$ cat config.mk
export PLATFORM = sky130hd
export DESIGN_NAME = frog_ctrl
export DESIGN_NICKNAME = d
export VERILOG_FILES = /design/src/rtl/frog_ctrl.sv
export SDC_FILE = /design/constraint.sdc
export NUM_CORES = 1
export LEC_CHECK = 0
export BUFFER_PORTS_ARGS = -buffer_cell sky130_fd_sc_hd__buf_2
export CORE_ASPECT_RATIO = 1.4
export CORE_MARGIN = 4
export CORE_UTILIZATION = 55
export DETAILED_ROUTE_END_ITERATION = 6
export HOLD_SLACK_MARGIN = 0.12
export MAX_ROUTING_LAYER = met4
export PLACE_DENSITY_LB_ADDON = 0.3
export REMOVE_ABC_BUFFERS = 1
export SYNTH_ARGS = -nofsm -noshare
export SYNTH_HDL_FRONTEND = slang
export SYNTH_SLANG_ARGS = --single-unit
export TNS_END_PERCENT = 10
$ cat constraint.sdc
create_clock -name clk -period 3.83 [get_ports clk]
set_input_delay 0.383 -clock clk [delete_from_list [all_inputs] [get_ports clk]]
set_output_delay 0.383 -clock clk [all_outputs]
set_load 0.005 [all_outputs]
$ cat src/rtl/frog_ctrl.sv
// frog_ctrl: turns button presses into tile hops animated on frame ticks, and
// sequences death, respawn, lives, score and game-over for the frog sprite.
module frog_ctrl #(
   parameter int TILE         = 32,
   parameter int X_MIN        = 96,
   parameter int COLS         = 14,
   parameter int ROWS         = 15,
   parameter int START_COL    = 7,
   parameter int START_ROW    = 14,
   parameter int HOP_FRAMES   = 8,
   parameter int DEATH_FRAMES = 64,
   parameter int WIN_FRAMES   = 32,
   parameter int START_LIVES  = 3
) (
   input  logic       clk,
   input  logic       reset,
   input  logic       frame_tick,
   input  logic       btn_up,
   input  logic       btn_down,
   input  logic       btn_left,
   input  logic       btn_right,
   input  logic       hit,
   output logic [9:0] frog_x,
   output logic [9:0] frog_y,
   output logic [9:0] frog_size,
   output logic       frog_visible,
   output logic [1:0] lives,
   output logic [7:0] score,
   output logic       hop_active,
   output logic       game_over
);

   localparam int CW   = $clog2(COLS);
   localparam int RW   = $clog2(ROWS);
   localparam int HW   = $clog2(HOP_FRAMES) + 1;
   localparam int FMAX = (DEATH_FRAMES > WIN_FRAMES) ? DEATH_FRAMES : WIN_FRAMES;
   localparam int FW   = $clog2(FMAX) + 1;
   localparam int STEP = TILE / HOP_FRAMES;

   localparam logic [CW-1:0]     COL_LAST   = CW'(COLS - 1);
   localparam logic [RW-1:0]     ROW_LAST   = RW'(ROWS - 1);
   localparam logic [CW-1:0]     COL_START  = CW'(START_COL);
   localparam logic [RW-1:0]     ROW_START  = RW'(START_ROW);
   localparam logic [HW-1:0]     HOP_LAST   = HW'(HOP_FRAMES - 1);
   localparam logic [FW-1:0]     DEATH_LAST = FW'(DEATH_FRAMES - 1);
   localparam logic [FW-1:0]     WIN_LAST   = FW'(WIN_FRAMES - 1);
   localparam logic [1:0]        LIVES_INIT = 2'(START_LIVES);
   localparam logic signed [9:0] STEP_S     = 10'(STEP);

   typedef enum logic [2:0] {S_IDLE, S_HOP, S_DEAD, S_WIN, S_GAME_OVER} state_t;
   typedef enum logic [1:0] {D_UP, D_DOWN, D_LEFT, D_RIGHT} dir_t;

   // Score saturates at its all-ones value.
   function automatic logic [7:0] sat_inc8(input logic [7:0] v);
      return (v == 8'hFF) ? v : v + 8'd1;
   endfunction

   // True when a move in direction d from tile (c,r) stays on the playfield.
   function automatic logic move_ok(input dir_t d, input logic [CW-1:0] c, input logic [RW-1:0] r);
      case (d)
         D_UP:    return (r != '0);
         D_DOWN:  return (r != ROW_LAST);
         D_LEFT:  return (c != '0);
         default: return (c != COL_LAST);
      endcase
   endfunction

   function automatic logic [CW-1:0] tgt_col(input dir_t d, input logic [CW-1:0] c);
      case (d)
         D_LEFT:  return c - CW'(1);
         D_RIGHT: return c + CW'(1);
         default: return c;
      endcase
   endfunction

   function automatic logic [RW-1:0] tgt_row(input dir_t d, input logic [RW-1:0] r);
      case (d)
         D_UP:    return r - RW'(1);
         D_DOWN:  return r + RW'(1);
         default: return r;
      endcase
   endfunction

   state_t               r_state, w_state_nx;
   dir_t                 r_dir, w_dir_nx;
   dir_t                 r_pend_dir, w_pend_dir_nx;
   logic                 r_pend_vld, w_pend_vld_nx;
   logic [CW-1:0]        r_col, w_col_nx;
   logic [RW-1:0]        r_row, w_row_nx;
   logic signed [9:0]    r_off_x, w_off_x_nx;
   logic signed [9:0]    r_off_y, w_off_y_nx;
   logic [HW-1:0]        r_hop_cnt, w_hop_nx;
   logic [FW-1:0]        r_frm_cnt, w_frm_nx;
   logic [1:0]           r_lives, w_lives_nx;
   logic [7:0]           r_score, w_score_nx;
   logic [3:0]           r_btn_prev;

   logic [3:0]           w_btn;
   logic [3:0]           w_press;
   logic                 w_any_press;
   dir_t                 w_press_dir;
   logic [CW-1:0]        w_land_col;
   logic [RW-1:0]        w_land_row;
   logic                 w_next_vld;
   dir_t                 w_next_dir;
   logic signed [9:0]    w_step_x, w_step_y;

   assign w_btn       = {btn_right, btn_left, btn_down, btn_up};
   assign w_press     = w_btn & ~r_btn_prev;
   assign w_any_press = |w_press;
   assign w_land_col  = tgt_col(r_dir, r_col);
   assign w_land_row  = tgt_row(r_dir, r_row);
   assign w_next_vld  = w_any_press | r_pend_vld;
   assign w_next_dir  = w_any_press ? w_press_dir : r_pend_dir;

   // Pick a single press per clk with priority up > down > left > right.
   always_comb begin
      w_press_dir = D_RIGHT;
      if (w_press[0])      w_press_dir = D_UP;
      else if (w_press[1]) w_press_dir = D_DOWN;
      else if (w_press[2]) w_press_dir = D_LEFT;
   end

   // Per-tick pixel step toward the target tile for the current hop direction.
   always_comb begin
      w_step_x = '0;
      w_step_y = '0;
      case (r_dir)
         D_UP:    w_step_y = -STEP_S;
         D_DOWN:  w_step_y = STEP_S;
         D_LEFT:  w_step_x = -STEP_S;
         default: w_step_x = STEP_S;
      endcase
   end

   // Next-state logic: hops, pending move, death, win and restart.
   always_comb begin
      w_state_nx    = r_state;
      w_dir_nx      = r_dir;
      w_pend_vld_nx = r_pend_vld;
      w_pend_dir_nx = r_pend_dir;
      w_col_nx      = r_col;
      w_row_nx      = r_row;
      w_off_x_nx    = r_off_x;
      w_off_y_nx    = r_off_y;
      w_hop_nx      = r_hop_cnt;
      w_frm_nx      = r_frm_cnt;
      w_lives_nx    = r_lives;
      w_score_nx    = r_score;
      case (r_state)
         S_IDLE: begin
            if (hit) begin
               w_state_nx    = S_DEAD;
               w_lives_nx    = r_lives - 2'd1;
               w_pend_vld_nx = 1'b0;
               w_frm_nx      = '0;
            end else if (w_any_press && move_ok(w_press_dir, r_col, r_row)) begin
               w_state_nx = S_HOP;
               w_dir_nx   = w_press_dir;
               w_hop_nx   = '0;
               w_off_x_nx = '0;
               w_off_y_nx = '0;
            end
         end
         S_HOP: begin
            if (hit) begin
               // Offset is left as-is so the frog freezes mid-hop.
               w_state_nx    = S_DEAD;
               w_lives_nx    = r_lives - 2'd1;
               w_pend_vld_nx = 1'b0;
               w_frm_nx      = '0;
            end else begin
               if (w_any_press) begin
                  w_pend_vld_nx = 1'b1;
                  w_pend_dir_nx = w_press_dir;
               end
               if (frame_tick) begin
                  w_hop_nx   = r_hop_cnt + HW'(1);
                  w_off_x_nx = r_off_x + w_step_x;
                  w_off_y_nx = r_off_y + w_step_y;
                  if (r_hop_cnt == HOP_LAST) begin
                     w_col_nx      = w_land_col;
                     w_row_nx      = w_land_row;
                     w_off_x_nx    = '0;
                     w_off_y_nx    = '0;
                     w_hop_nx      = '0;
                     w_pend_vld_nx = 1'b0;
                     if (w_land_row == '0) begin
                        w_state_nx = S_WIN;
                        w_score_nx = sat_inc8(r_score);
                        w_frm_nx   = '0;
                     end else if (w_next_vld && move_ok(w_next_dir, w_land_col, w_land_row)) begin
                        // Pending move chains straight into the next hop.
                        w_dir_nx = w_next_dir;
                     end else begin
                        w_state_nx = S_IDLE;
                     end
                  end
               end
            end
         end
         S_DEAD: begin
            if (frame_tick) begin
               w_frm_nx = r_frm_cnt + FW'(1);
               if (r_frm_cnt == DEATH_LAST) begin
                  if (r_lives == 2'd0) begin
                     w_state_nx = S_GAME_OVER;
                  end else begin
                     w_state_nx = S_IDLE;
                     w_col_nx   = COL_START;
                     w_row_nx   = ROW_START;
                     w_off_x_nx = '0;
                     w_off_y_nx = '0;
                  end
               end
            end
         end
         S_WIN: begin
            if (frame_tick) begin
               w_frm_nx = r_frm_cnt + FW'(1);
               if (r_frm_cnt == WIN_LAST) begin
                  w_state_nx = S_IDLE;
                  w_col_nx   = COL_START;
                  w_row_nx   = ROW_START;
               end
            end
         end
         S_GAME_OVER: begin
            if (w_any_press) begin
               w_state_nx    = S_IDLE;
               w_col_nx      = COL_START;
               w_row_nx      = ROW_START;
               w_off_x_nx    = '0;
               w_off_y_nx    = '0;
               w_hop_nx      = '0;
               w_frm_nx      = '0;
               w_pend_vld_nx = 1'b0;
               w_lives_nx    = LIVES_INIT;
               w_score_nx    = '0;
            end
         end
         default: w_state_nx = S_IDLE;
      endcase
   end

   // State and datapath registers with synchronous reset.
   always_ff @(posedge clk) begin
      if (reset) begin
         r_state    <= S_IDLE;
         r_dir      <= D_UP;
         r_pend_vld <= 1'b0;
         r_pend_dir <= D_UP;
         r_col      <= COL_START;
         r_row      <= ROW_START;
         r_off_x    <= '0;
         r_off_y    <= '0;
         r_hop_cnt  <= '0;
         r_frm_cnt  <= '0;
         r_lives    <= LIVES_INIT;
         r_score    <= '0;
         r_btn_prev <= '0;
      end else begin
         r_state    <= w_state_nx;
         r_dir      <= w_dir_nx;
         r_pend_vld <= w_pend_vld_nx;
         r_pend_dir <= w_pend_dir_nx;
         r_col      <= w_col_nx;
         r_row      <= w_row_nx;
         r_off_x    <= w_off_x_nx;
         r_off_y    <= w_off_y_nx;
         r_hop_cnt  <= w_hop_nx;
         r_frm_cnt  <= w_frm_nx;
         r_lives    <= w_lives_nx;
         r_score    <= w_score_nx;
         r_btn_prev <= w_btn;
      end
   end

   // Sprite visibility: blinks while dead, hidden at game over.
   always_comb begin
      frog_visible = 1'b1;
      case (r_state)
         S_DEAD:      frog_visible = ~r_frm_cnt[3];
         S_GAME_OVER: frog_visible = 1'b0;
         default:     frog_visible = 1'b1;
      endcase
   end

   assign frog_x     = 10'(X_MIN) + 10'(TILE) * 10'(r_col) + $unsigned(r_off_x);
   assign frog_y     = 10'(TILE) * 10'(r_row) + $unsigned(r_off_y);
   assign frog_size  = 10'(TILE);
   assign lives      = r_lives;
   assign score      = r_score;
   assign hop_active = (r_state == S_HOP);
   assign game_over  = (r_state == S_GAME_OVER);

endmodule
==> metrics.cfg, run 1 <==
[detailed_routing]
drc = 0
drt-initial-drc-count = 272
dr.pass1.iters = 5
wl_mm = 9.79
vias_per_cell = 5.86
vias = 3861
routedWlPerCell_um = 14.8
postRouteAntennaNets = 0

[logic_synthesis]
yosys_register_bits = 57
ys.warnings.count = 0
syn_area_um2 = 4240
synth_edf_count = 0
synthAdderAreaFrac_pct = 12.6
synth-main-ff-cell = dfxtp_1
synth_top_family_by_area = simple AND/OR/NAND/NOR gates
syn_inst = 535
async_flop_share_pct = 0
synth.distinct_cells = 63
synthMuxAreaShare_pct = 1.95
seq_area_frac_synth_pct = 26.9
synth_compound_area_share_pct = 21.4
synth_xor_area_share_pct = 5.37
synth_area_per_cell_um2 = 7.93
synth-simple-area-share_pct = 22.8

[worst_setup_path]
worstPathCellList = inv_1, nand2_1, ha_1, a21oi_1, a2111oi_0, a211oi_2, o211ai_2, a221o_1, or3_1, a21oi_1
crit_arrival_ns = 3.62
worstSetupStartpointType = flop
critPathMaxStageDelay_ns = 0.73
crit_required_ns = 4.09
path_delay_family = compound AO/OA/AOI/OAI gates
end_kind = flop
crit_slowest_cell = dfxtp_1
path_buf_inv = 1
setup.worst_path.class = reg -> reg
crit_fanout = 21
path_common_cell = a21oi_1

[die]
die_area_um2 = 9200
initial_core_util_pct = 56.9
ios = 51
rows = 37
coreArea_um2 = 7450
die_height_um = 112
die_w_um = 82.2

[clock_tree]
h-tree-depth = 3
root_buffer = clkbuf_8
clkTransAtPathRegs_ns = 0.07
cts_resized = 0
cts_setup_buffers = 0
clk_latency_ns = 0.34
cts_tree = done
hold_buffers = 0
numCtsBuffers = 9
clock-sinks = 57
clockBufferDepth = 2

[job]
max_cap_viol_count = 0

[placement]
placedCellCount = 643
gp_congestion = 0.926
port_buffers = 36
dp_hpwl_mm = 7.16

[global_route]
grt_pass1_wl_mm = 16.4
grt.met1_usage_pct = 27.0
grt_pass1_vias = 3652
grt_use_total_pct = 22.8
grt-busiest-layer = met2
use_met3_pct = 3.56
grt_max_degree = 40
met2_usage_pct = 38.2
antenna_found_initial = 0
overflow = 0

[sta]
maxSlewViolCount = 0
final.setup_skew_ns = 0.0134
period_minus_slack_ns = 3.36
worst_pin_slew_ns = 0.739
setup_viol = 0
setup_tns_ns = 0
relSlewSlack_pct = 50.5
hold_viol = 0
max_freq_mhz = 298
rsz0062_at_grt = false
finalCritPeriodShare_pct = 87.7

[cells_and_area]
most-common-layout-cells = dfxtp_1, a21oi_1, nor2_1
layout-drive-gt1-share_pct = 12.6
final_common_cell = dfxtp_1
fin_cells = 659
num_antenna_cells = 0
final_nets = 604
syn_to_final_growth_pct = 7.14

[power]
power.density_nw_per_um2 = 379
power_switching_w = 0.000631
irDropWorstVdd_mv = 0.248
power_frac_clock_pct = 29.3
seq_power_share_pct = 39.1
combPwrFrac_pct = 31.7
power.internal_w = 0.00109
power_w = 0.00172
swShare_pct = 36.6
leakagePower_nw = 2.01

[hold_path]
min_path_type = in -> reg

[run_status]
status = completed

-- sequential cells by signal (all words and copies together), names as in the netlist --
register	count
r_off_y	8
r_row	4
r_col	4
r_pend_dir	2
score	8
r_btn_prev	4
r_off_x	8
lives	2
r_hop_cnt	4
r_dir	2
r_frm_cnt	7
r_pend_vld	1
r_state	3
-- path summary, 6_finish.rpt --
path                                   start             to  slack, ns  cells after the start
worst min register to register  r_frm_cnt[1]   r_frm_cnt[1]       0.47                      2
worst max-delay path                r_dir[1]       score[4]       0.47                     10
worst min-delay path                btn_down  r_btn_prev[1]       0.27                      2
worst max register to register      r_dir[1]       score[4]       0.47                     10
-- worst register-to-register path, stage by stage, from the launching register on --
cell,delay (ns)
dfxtp_1,0.73
inv_1,0.13
nand2_1,0.15
ha_1,0.30
a21oi_1,0.20
a2111oi_0,0.14
a211oi_2,0.34
o211ai_2,0.21
a221o_1,0.54
or3_1,0.40
a21oi_1,0.15
-- routing by layer --
metal	part of all wire (%)	up-vias
met4	2.2	0
met5	0	-
met3	5.1	21
li1	-	1914
met2	51	116
met1	42	1810
-- stage by stage --
step	cell area [µm²]	utilization (%)	hold slack (ns)	setup slack (ns)
floorplan	4030	-	0.438	0.756
global placement	4370	58.7	0.455	0.627
detailed placement	4370	58.7	0.467	0.492
CTS	4540	61.0	0.265	0.497
global route	4540	61.0	0.297	0.195
finish	4540	61.0	0.270	0.473
-- Yosys cell counts (3+ instances only) --
master    instances  area share [%]
or2_2             3            0.44
buf_2             5            0.59
o22ai_1           3            0.44
nor3_1           11             1.3
a21oi_1          49             5.8
nand2_1          43             3.8
buf_4            20             3.5
dfxtp_1          57              27
mux2i_1           6             1.4
fa_1              6             2.8
a21boi_0          3            0.53
ha_1             33             9.7
xnor2_1          18             3.7
nand3_1          23             2.7
nor2b_1          15             2.2
or4_1             4            0.71
o211ai_1          5            0.89
nand4_1           3            0.44
o31ai_1           4            0.71
nor2_1           46             4.1
nand2b_1          6            0.89
nor3_2            3            0.71
nand3b_1          3            0.53
or3_1             7             1.0
inv_1            32             2.8
nor4_1            3            0.44
nor3b_1           3            0.53
and4_1            3            0.62
a31oi_1          11             1.6
o21a_1            5            0.89
xor2_1            8             1.7
a211oi_1          3            0.53
a21o_1           12             2.1
and3_1            5            0.74
and2_1            5            0.74
o21ai_0          19             2.2
clkbuf_1         15             1.3
-- cells by family (layout without fill, tap and decap cells) --
| kind of cell | Yosys count | after routing |
|---|---|---|
| buf+inv | 74 | 89 |
| compound gates | 138 | 138 |
| fa+ha+maj | 39 | 39 |
| mux | 8 | 8 |
| other cells | 2 | 14 |
| xor+xnor | 26 | 26 |
| flops | 57 | 57 |
| simple gates | 191 | 191 |
-- layout make-up --
type                       instances  area (µm²)
fill                             693        2910
multi-input combinational        416        2770
sequential                        57        1140
timing repair buffer              41         218
clock buffer                      11         141
tap                               97         121
inverter                          32         120
clock inverter                     5        31.3
-- power groups by stage --
stage / combinational [W] / clock [W] / sequential (W)
3_5_place_dp: 0.000541 / 0 / 0.000685
3_3_place_gp: 0.000530 / 0 / 0.000684
5_1_grt: 0.000614 / 0.000537 / 0.000679
4_1_cts: 0.000544 / 0.000514 / 0.000672
2_1_floorplan: 0.000399 / 0 / 0.000671
6_report: 0.000546 / 0.000504 / 0.000673
No activity file was read; power rests on OpenSTA's default activity.
==> inputs of run 2 (changes only) <==
--- a/config.mk
+++ b/config.mk
@@ -8,7 +8,9 @@
 export BUFFER_PORTS_ARGS = -buffer_cell sky130_fd_sc_hd__buf_2
 export CORE_ASPECT_RATIO = 1.4
 export CORE_MARGIN = 4
-export CORE_UTILIZATION = 55
+export CORE_UTILIZATION = 39
+export CTS_BUF_LIST = sky130_fd_sc_hd__clkbuf_2 sky130_fd_sc_hd__clkbuf_4 sky130_fd_sc_hd__clkbuf_8
+export CTS_CLUSTER_SIZE = 10
 export DETAILED_ROUTE_END_ITERATION = 6
 export HOLD_SLACK_MARGIN = 0.12
 export MAX_ROUTING_LAYER = met4
==> run 2 against run 1 <==
  * Sequential power about the same
  * Core utilization decreased by 17 points
  * Largest power group unchanged
  * Setup slack better by 0.11 ns
  * Count of clock-buffer cells in the layout up 3
  * Die area rose by 37%
  * Via count fell by 1.2%
  * Clock skew decreased by 0.0073 ns
  * Total power up 1.5%
  * Hold slack worse by 0.0078 ns
  * Register-to-register slack better by 0.11 ns
==> metrics.cfg, run 2 (synthesized netlist as in run 1, its figures left out) <==
[clock_tree]
cts_tree = done
cts_setup_buffers = 0  ; unchanged
clkTransAtPathRegs_ns = 0.06  ; about the same
clock-sinks = 57  ; unchanged
clockBufferDepth = 2  ; unchanged
root_buffer = clkbuf_8
clk_latency_ns = 0.34  ; about the same
cts_resized = 0  ; unchanged
h-tree-depth = 3  ; unchanged
hold_buffers = 0  ; unchanged
numCtsBuffers = 9  ; unchanged

[cells_and_area]
final_nets = 604  ; unchanged
final_common_cell = dfxtp_1
most-common-layout-cells = dfxtp_1, a21oi_1, nor2_1
post-route-util_pct = 43.7  ; -17 points
fillerInstances = 1086  ; +57%
seqCellArea_um2 = 1140  ; unchanged
syn_to_final_growth_pct = 8.38
multi_input_area_um2 = 2770  ; unchanged
num_antenna_cells = 0  ; unchanged
layout-drive-gt1-share_pct = 12.5  ; -0.13 points

[placement]
dp_hpwl_mm = 7.74  ; +8.1%
gp_congestion = 0.876  ; -5.3%
port_buffers = 36  ; unchanged

[global_route]
grt_use_total_pct = 18.1  ; -4.7 points
overflow = 0  ; unchanged
antenna_found_initial = 0  ; unchanged
grt_pass1_vias = 3833  ; +5.0%
grt_max_degree = 39  ; -2.5%
grt_pass1_wl_mm = 17.8  ; +8.6%

[power]
power_frac_clock_pct = 29.8  ; +0.5 points
power.density_nw_per_um2 = 380  ; +0.36%
power.internal_w = 0.00113  ; +3.2%
irDropWorstVdd_mv = 0.163  ; -34%
power_switching_w = 0.000621  ; -1.4%
power_w = 0.00175  ; +1.5%
leakagePower_nw = 2.02  ; +0.24%
seq_power_share_pct = 38.3  ; -0.8 points
combPwrFrac_pct = 31.9  ; +0.2 points
swShare_pct = 35.5  ; -1.1 points

[detailed_routing]
drc = 0  ; unchanged
routedWlPerCell_um = 14.9  ; about the same
postRouteAntennaNets = 0  ; unchanged
vias_per_cell = 5.46  ; -6.8%
drt-initial-drc-count = 245  ; -9.9%
vias = 3813  ; -1.2%
dr.pass1.iters = 5  ; unchanged
wl_mm = 10.4  ; +5.9%

[die]
rows = 44  ; +19%
die_area_um2 = 12600  ; +37%
die_w_um = 96.1  ; +17%
die_height_um = 131  ; +17%
ios = 51  ; unchanged
coreArea_um2 = 10500  ; +41%
initial_core_util_pct = 40.3  ; -17 points

[worst_setup_path]
crit_arrival_ns = 3.46  ; -0.16 ns
setup.worst_path.class = reg -> reg
end_kind = flop
worstSetupStartpointType = flop
worst-r2r-cell-count = 12  ; +2
ff2ff_setup_slack_ns = 0.59  ; +0.11 ns
crit_start = r_dir[1]
endpoint = score[6]
reg2reg_to = score[6]
crit_fanout = 14  ; -33%
crit_required_ns = 4.05  ; -0.04 ns
reg2reg_from = r_dir[1]

[sta]
relSlewSlack_pct = 50.7  ; +0.19 points
period_minus_slack_ns = 3.24  ; -0.114 ns
worst_pin_slew_ns = 0.736  ; -0.00290 ns
rsz0062_at_grt = false
max_freq_mhz = 308  ; +3.5%
setup_tns_ns = 0  ; unchanged
finalCritPeriodShare_pct = 84.7  ; -3.0 points
setup_viol = 0  ; unchanged
final.setup_skew_ns = 0.00610  ; -0.00734 ns
maxSlewViolCount = 0  ; unchanged
hold_viol = 0  ; unchanged

[hold_path]
min_path_type = in -> reg

[job]
max_cap_viol_count = 0  ; unchanged

[run_status]
status = completed

==> run 2: layer usage <==
metal / up-vias / GRT usage (%) / share of wire, % / routed length (µm)
li1: 1897 / - / - / -
met1: 1805 / 20.9 / 42 / 4400
met2: 90 / 29.4 / 51 / 5270
met3: 21 / 2.80 / 4.0 / 413
met4: 0 / 9.57 / 2.7 / 279
met5: - / - / 0 / 0
==> run 2: power groups by stage <==
| stage | registers, W | clock network (W) | logic [W] |
|---|---|---|---|
| after global routing | 0.000676 | 0.000567 | 0.000627 |
| after floorplan | 0.000671 | 0 | 0.000399 |
| final | 0.000670 | 0.000520 | 0.000558 |
| after global placement | 0.000681 | 0 | 0.000542 |
| after detailed placement | 0.000683 | 0 | 0.000555 |
| after CTS | 0.000670 | 0.000537 | 0.000559 |
==> run 2: worst max-delay path: stages (launching register included) <==
cell	delay (ns)
dfxtp_1	0.47
buf_4	0.25
inv_1	0.07
nand2_1	0.12
ha_1	0.30
a21oi_1	0.19
a2111oi_0	0.14
a211oi_2	0.32
o211ai_2	0.21
a221o_1	0.54
nor3_1	0.27
xnor2_1	0.17
nor2_1	0.05
==> run 2: stage by stage <==
step	setup WS [ns]	cell area (µm²)	hold slack, ns	std cells
floorplan	0.756	4030	0.438	505
global placement	0.737	4420	0.460	684
detailed placement	0.630	4420	0.464	684
CTS	0.621	4600	0.249	698
global route	0.300	4600	0.275	698
finish	0.587	4600	0.263	698
==> run 2: final cells by class <==
type | count | area share, %
multi-input combinational | 416 | 60.3
sequential | 57 | 24.8
timing repair buffer | 41 | 4.74
clock buffer | 14 | 3.78
tap | 138 | 3.76
inverter | 32 | 2.61
==> run 2: worst min path at each step <==
stage          cells after the start         start            end
2_1_floorplan                      2  r_frm_cnt[1]   r_frm_cnt[1]
3_3_place_gp                       2  r_frm_cnt[1]   r_frm_cnt[1]
3_5_place_dp                       2    r_off_x[4]     r_off_x[4]
4_1_cts                            2     btn_right  r_btn_prev[3]
5_1_grt                            2      btn_down  r_btn_prev[1]
6_report                           2     btn_right  r_btn_prev[3]
==> inputs of run 3 (changes only) <==
==> constraint.sdc (replaced) <==
create_clock -name clk -period 3.35 [get_ports clk]
set_input_delay 0.335 -clock clk [delete_from_list [all_inputs] [get_ports clk]]
set_output_delay 0.335 -clock clk [all_outputs]
set_load 0.005 [all_outputs]
==> run 3 against run 2 <==
  * Combinational power is 15% higher
  * Setup slack worse by 0.22 ns
  * Critical endpoint is now score[4]
  * Sequential share of layout area fell by 0.19 points
  * Critical path type unchanged
  * Total power up 15%
  * Via count increased by 0.55%
==> metrics.cfg, run 3 (synthesized netlist as in run 1, its figures left out) <==
[job]
max_cap_viol_count = 0  ; unchanged

[global_route]
grt_max_degree = 39  ; unchanged
grt_pass1_wl_mm = 17.7  ; -0.97%
overflow = 0  ; unchanged
grt_pass1_vias = 3754  ; -2.1%
antenna_found_initial = 0  ; unchanged
grt_use_total_pct = 17.8  ; -0.28 points

[worst_setup_path]
worstSetupStartpointType = flop
end_kind = flop
critPathMaxStageDelay_ns = 0.53  ; about the same
crit_slowest_cell = a221o_2
crit_fanout = 11  ; -3
path_common_cell = a21oi_1
setup.worst_path.class = reg -> reg
worstPathCellList = inv_1, nand2_1, ha_1, a21oi_1, a2111oi_0, a211oi_2, o211ai_2, a221o_2, or3_1, a21oi_1
crit_required_ns = 3.63  ; -0.42 ns
crit_arrival_ns = 3.26  ; -0.20 ns

[sta]
fin_ws_ns = 0.363  ; -0.223 ns
relSlewSlack_pct = 47.4  ; -3.4 points
period_minus_slack_ns = 2.99  ; -0.257 ns
rsz0062_at_grt = false
final.setup_skew_ns = 0.00781  ; +0.00171 ns
holdWs_ns = 0.206  ; -0.0561 ns
setup_tns_ns = 0  ; unchanged
setup_viol = 0  ; unchanged
max_freq_mhz = 335  ; +8.6%
finalCritPeriodShare_pct = 89.2  ; +4.5 points
hold_viol = 0  ; unchanged
worst_pin_slew_ns = 0.786  ; +0.0505 ns
maxSlewViolCount = 0  ; unchanged

[power]
irDropWorstVdd_mv = 0.205  ; +26%
power.density_nw_per_um2 = 435  ; +14%
leakagePower_nw = 2.05  ; +1.4%

[cells_and_area]
multi_input_area_um2 = 2770  ; about the same
post-route-util_pct = 44.1  ; +0.38 points
design_area_um2 = 4640  ; +0.87%
fillerInstances = 1093  ; +0.64%
layout-drive-gt1-share_pct = 13.8  ; +1.3 points
most-common-layout-cells = dfxtp_1, a21oi_1, nor2_1
seqCellArea_um2 = 1140  ; +0.11%
final_common_cell = dfxtp_1
final_nets = 608  ; +0.66%
syn_to_final_growth_pct = 9.32
num_antenna_cells = 0  ; unchanged

[placement]
port_buffers = 36  ; unchanged
place_ws_ns = 0.232  ; -0.398 ns
gp_congestion = 0.857  ; -2.2%
dp_hpwl_mm = 7.75  ; +0.11%
post_dp_cell_area_um2 = 4450  ; +0.68%

[die]
rows = 44  ; unchanged
coreArea_um2 = 10500  ; unchanged
die_w_um = 96.1  ; unchanged
die_area_um2 = 12600  ; unchanged
die_height_um = 131  ; unchanged
ios = 51  ; unchanged
initial_core_util_pct = 40.3  ; unchanged

[clock_tree]
root_buffer = clkbuf_8
hold_buffers = 0  ; unchanged
h-tree-depth = 3  ; unchanged
clk_latency_ns = 0.35  ; about the same
clock-sinks = 57  ; unchanged
cts_tree = done
clkTransAtPathRegs_ns = 0.07  ; about the same
numCtsBuffers = 9  ; unchanged
clockBufferDepth = 2  ; unchanged

[detailed_routing]
routedWlPerCell_um = 14.7  ; -0.92%
drc = 0  ; unchanged
drt-initial-drc-count = 142  ; -42%
vias = 3834  ; +0.55%
wl_mm = 10.4  ; about the same
vias_per_cell = 5.45  ; -0.31%
dr.pass1.iters = 4  ; -1
postRouteAntennaNets = 0  ; unchanged

[hold_path]
min_path_type = in -> reg

[run_status]
status = completed

==> run 3: per-stage QoR <==
stage / power (W) / instances
after floorplan: 0.00122 / 505
after detailed placement: 0.00142 / 688
final: 0.00202 / 704
after global placement: 0.00141 / 688
after CTS: 0.00203 / 704
after global routing: 0.00214 / 704
==> run 3: what timing repair did <==
| action | in CTS | in global routing |
|---|---|---|
| gates resized for setup | 0 | 2 |
| setup buffers | 0 | 0 |
| hold endpoints to repair | 0 | 0 |
| endpoints found under the setup margin | 0 | 6 |
==> run 3: where the power goes <==
part           leakage [nW]  internal [W]  switching (W)  total (W)
Sequential            0.463      0.000711      0.0000555   0.000767
Combinational          1.48      0.000258       0.000382   0.000640
Clock                 0.100      0.000322       0.000289   0.000610
Total                  2.05       0.00129       0.000726    0.00202
==> run 3: final cells by class <==
type,instances,share of cell area (%)
clock buffers,13,3.59
clock inverters,3,0.324
inverters,32,2.59
multi-input cells,416,59.8
flip-flops and latches,57,24.6
well taps,138,3.72
repair buffers,45,5.34
==> run 3: path summary, 6_finish.rpt <==
kind | depth (start not counted) | end | slack, ns | startpoint
worst min-delay path | 2 | r_btn_prev[1] | 0.21 | btn_down
worst min register to register | 2 | r_frm_cnt[1] | 0.47 | r_frm_cnt[1]
worst max-delay path | 10 | score[4] | 0.36 | r_dir[1]
worst max register to register | 10 | score[4] | 0.36 | r_dir[1]
==> run 3: critical path, delay by kind of cell (launching register included) <==
kind	cells	cell delay, ns
AOI/OAI and AO/OA	6	1.52
adders and majority gates	1	0.30
buffers and inverters	1	0.09
DFF	1	0.48
and+or+nand+nor	2	0.51
==> run 3: layer usage <==
| metal | share of wire, % | vias up | GRT usage (%) |
|---|---|---|---|
| li1 | - | 1920 | - |
| met1 | 42 | 1809 | 20.7 |
| met2 | 52 | 90 | 30.3 |
| met3 | 3.8 | 15 | 2.12 |
| met4 | 1.9 | 0 | 7.28 |
| met5 | 0 | - | - |
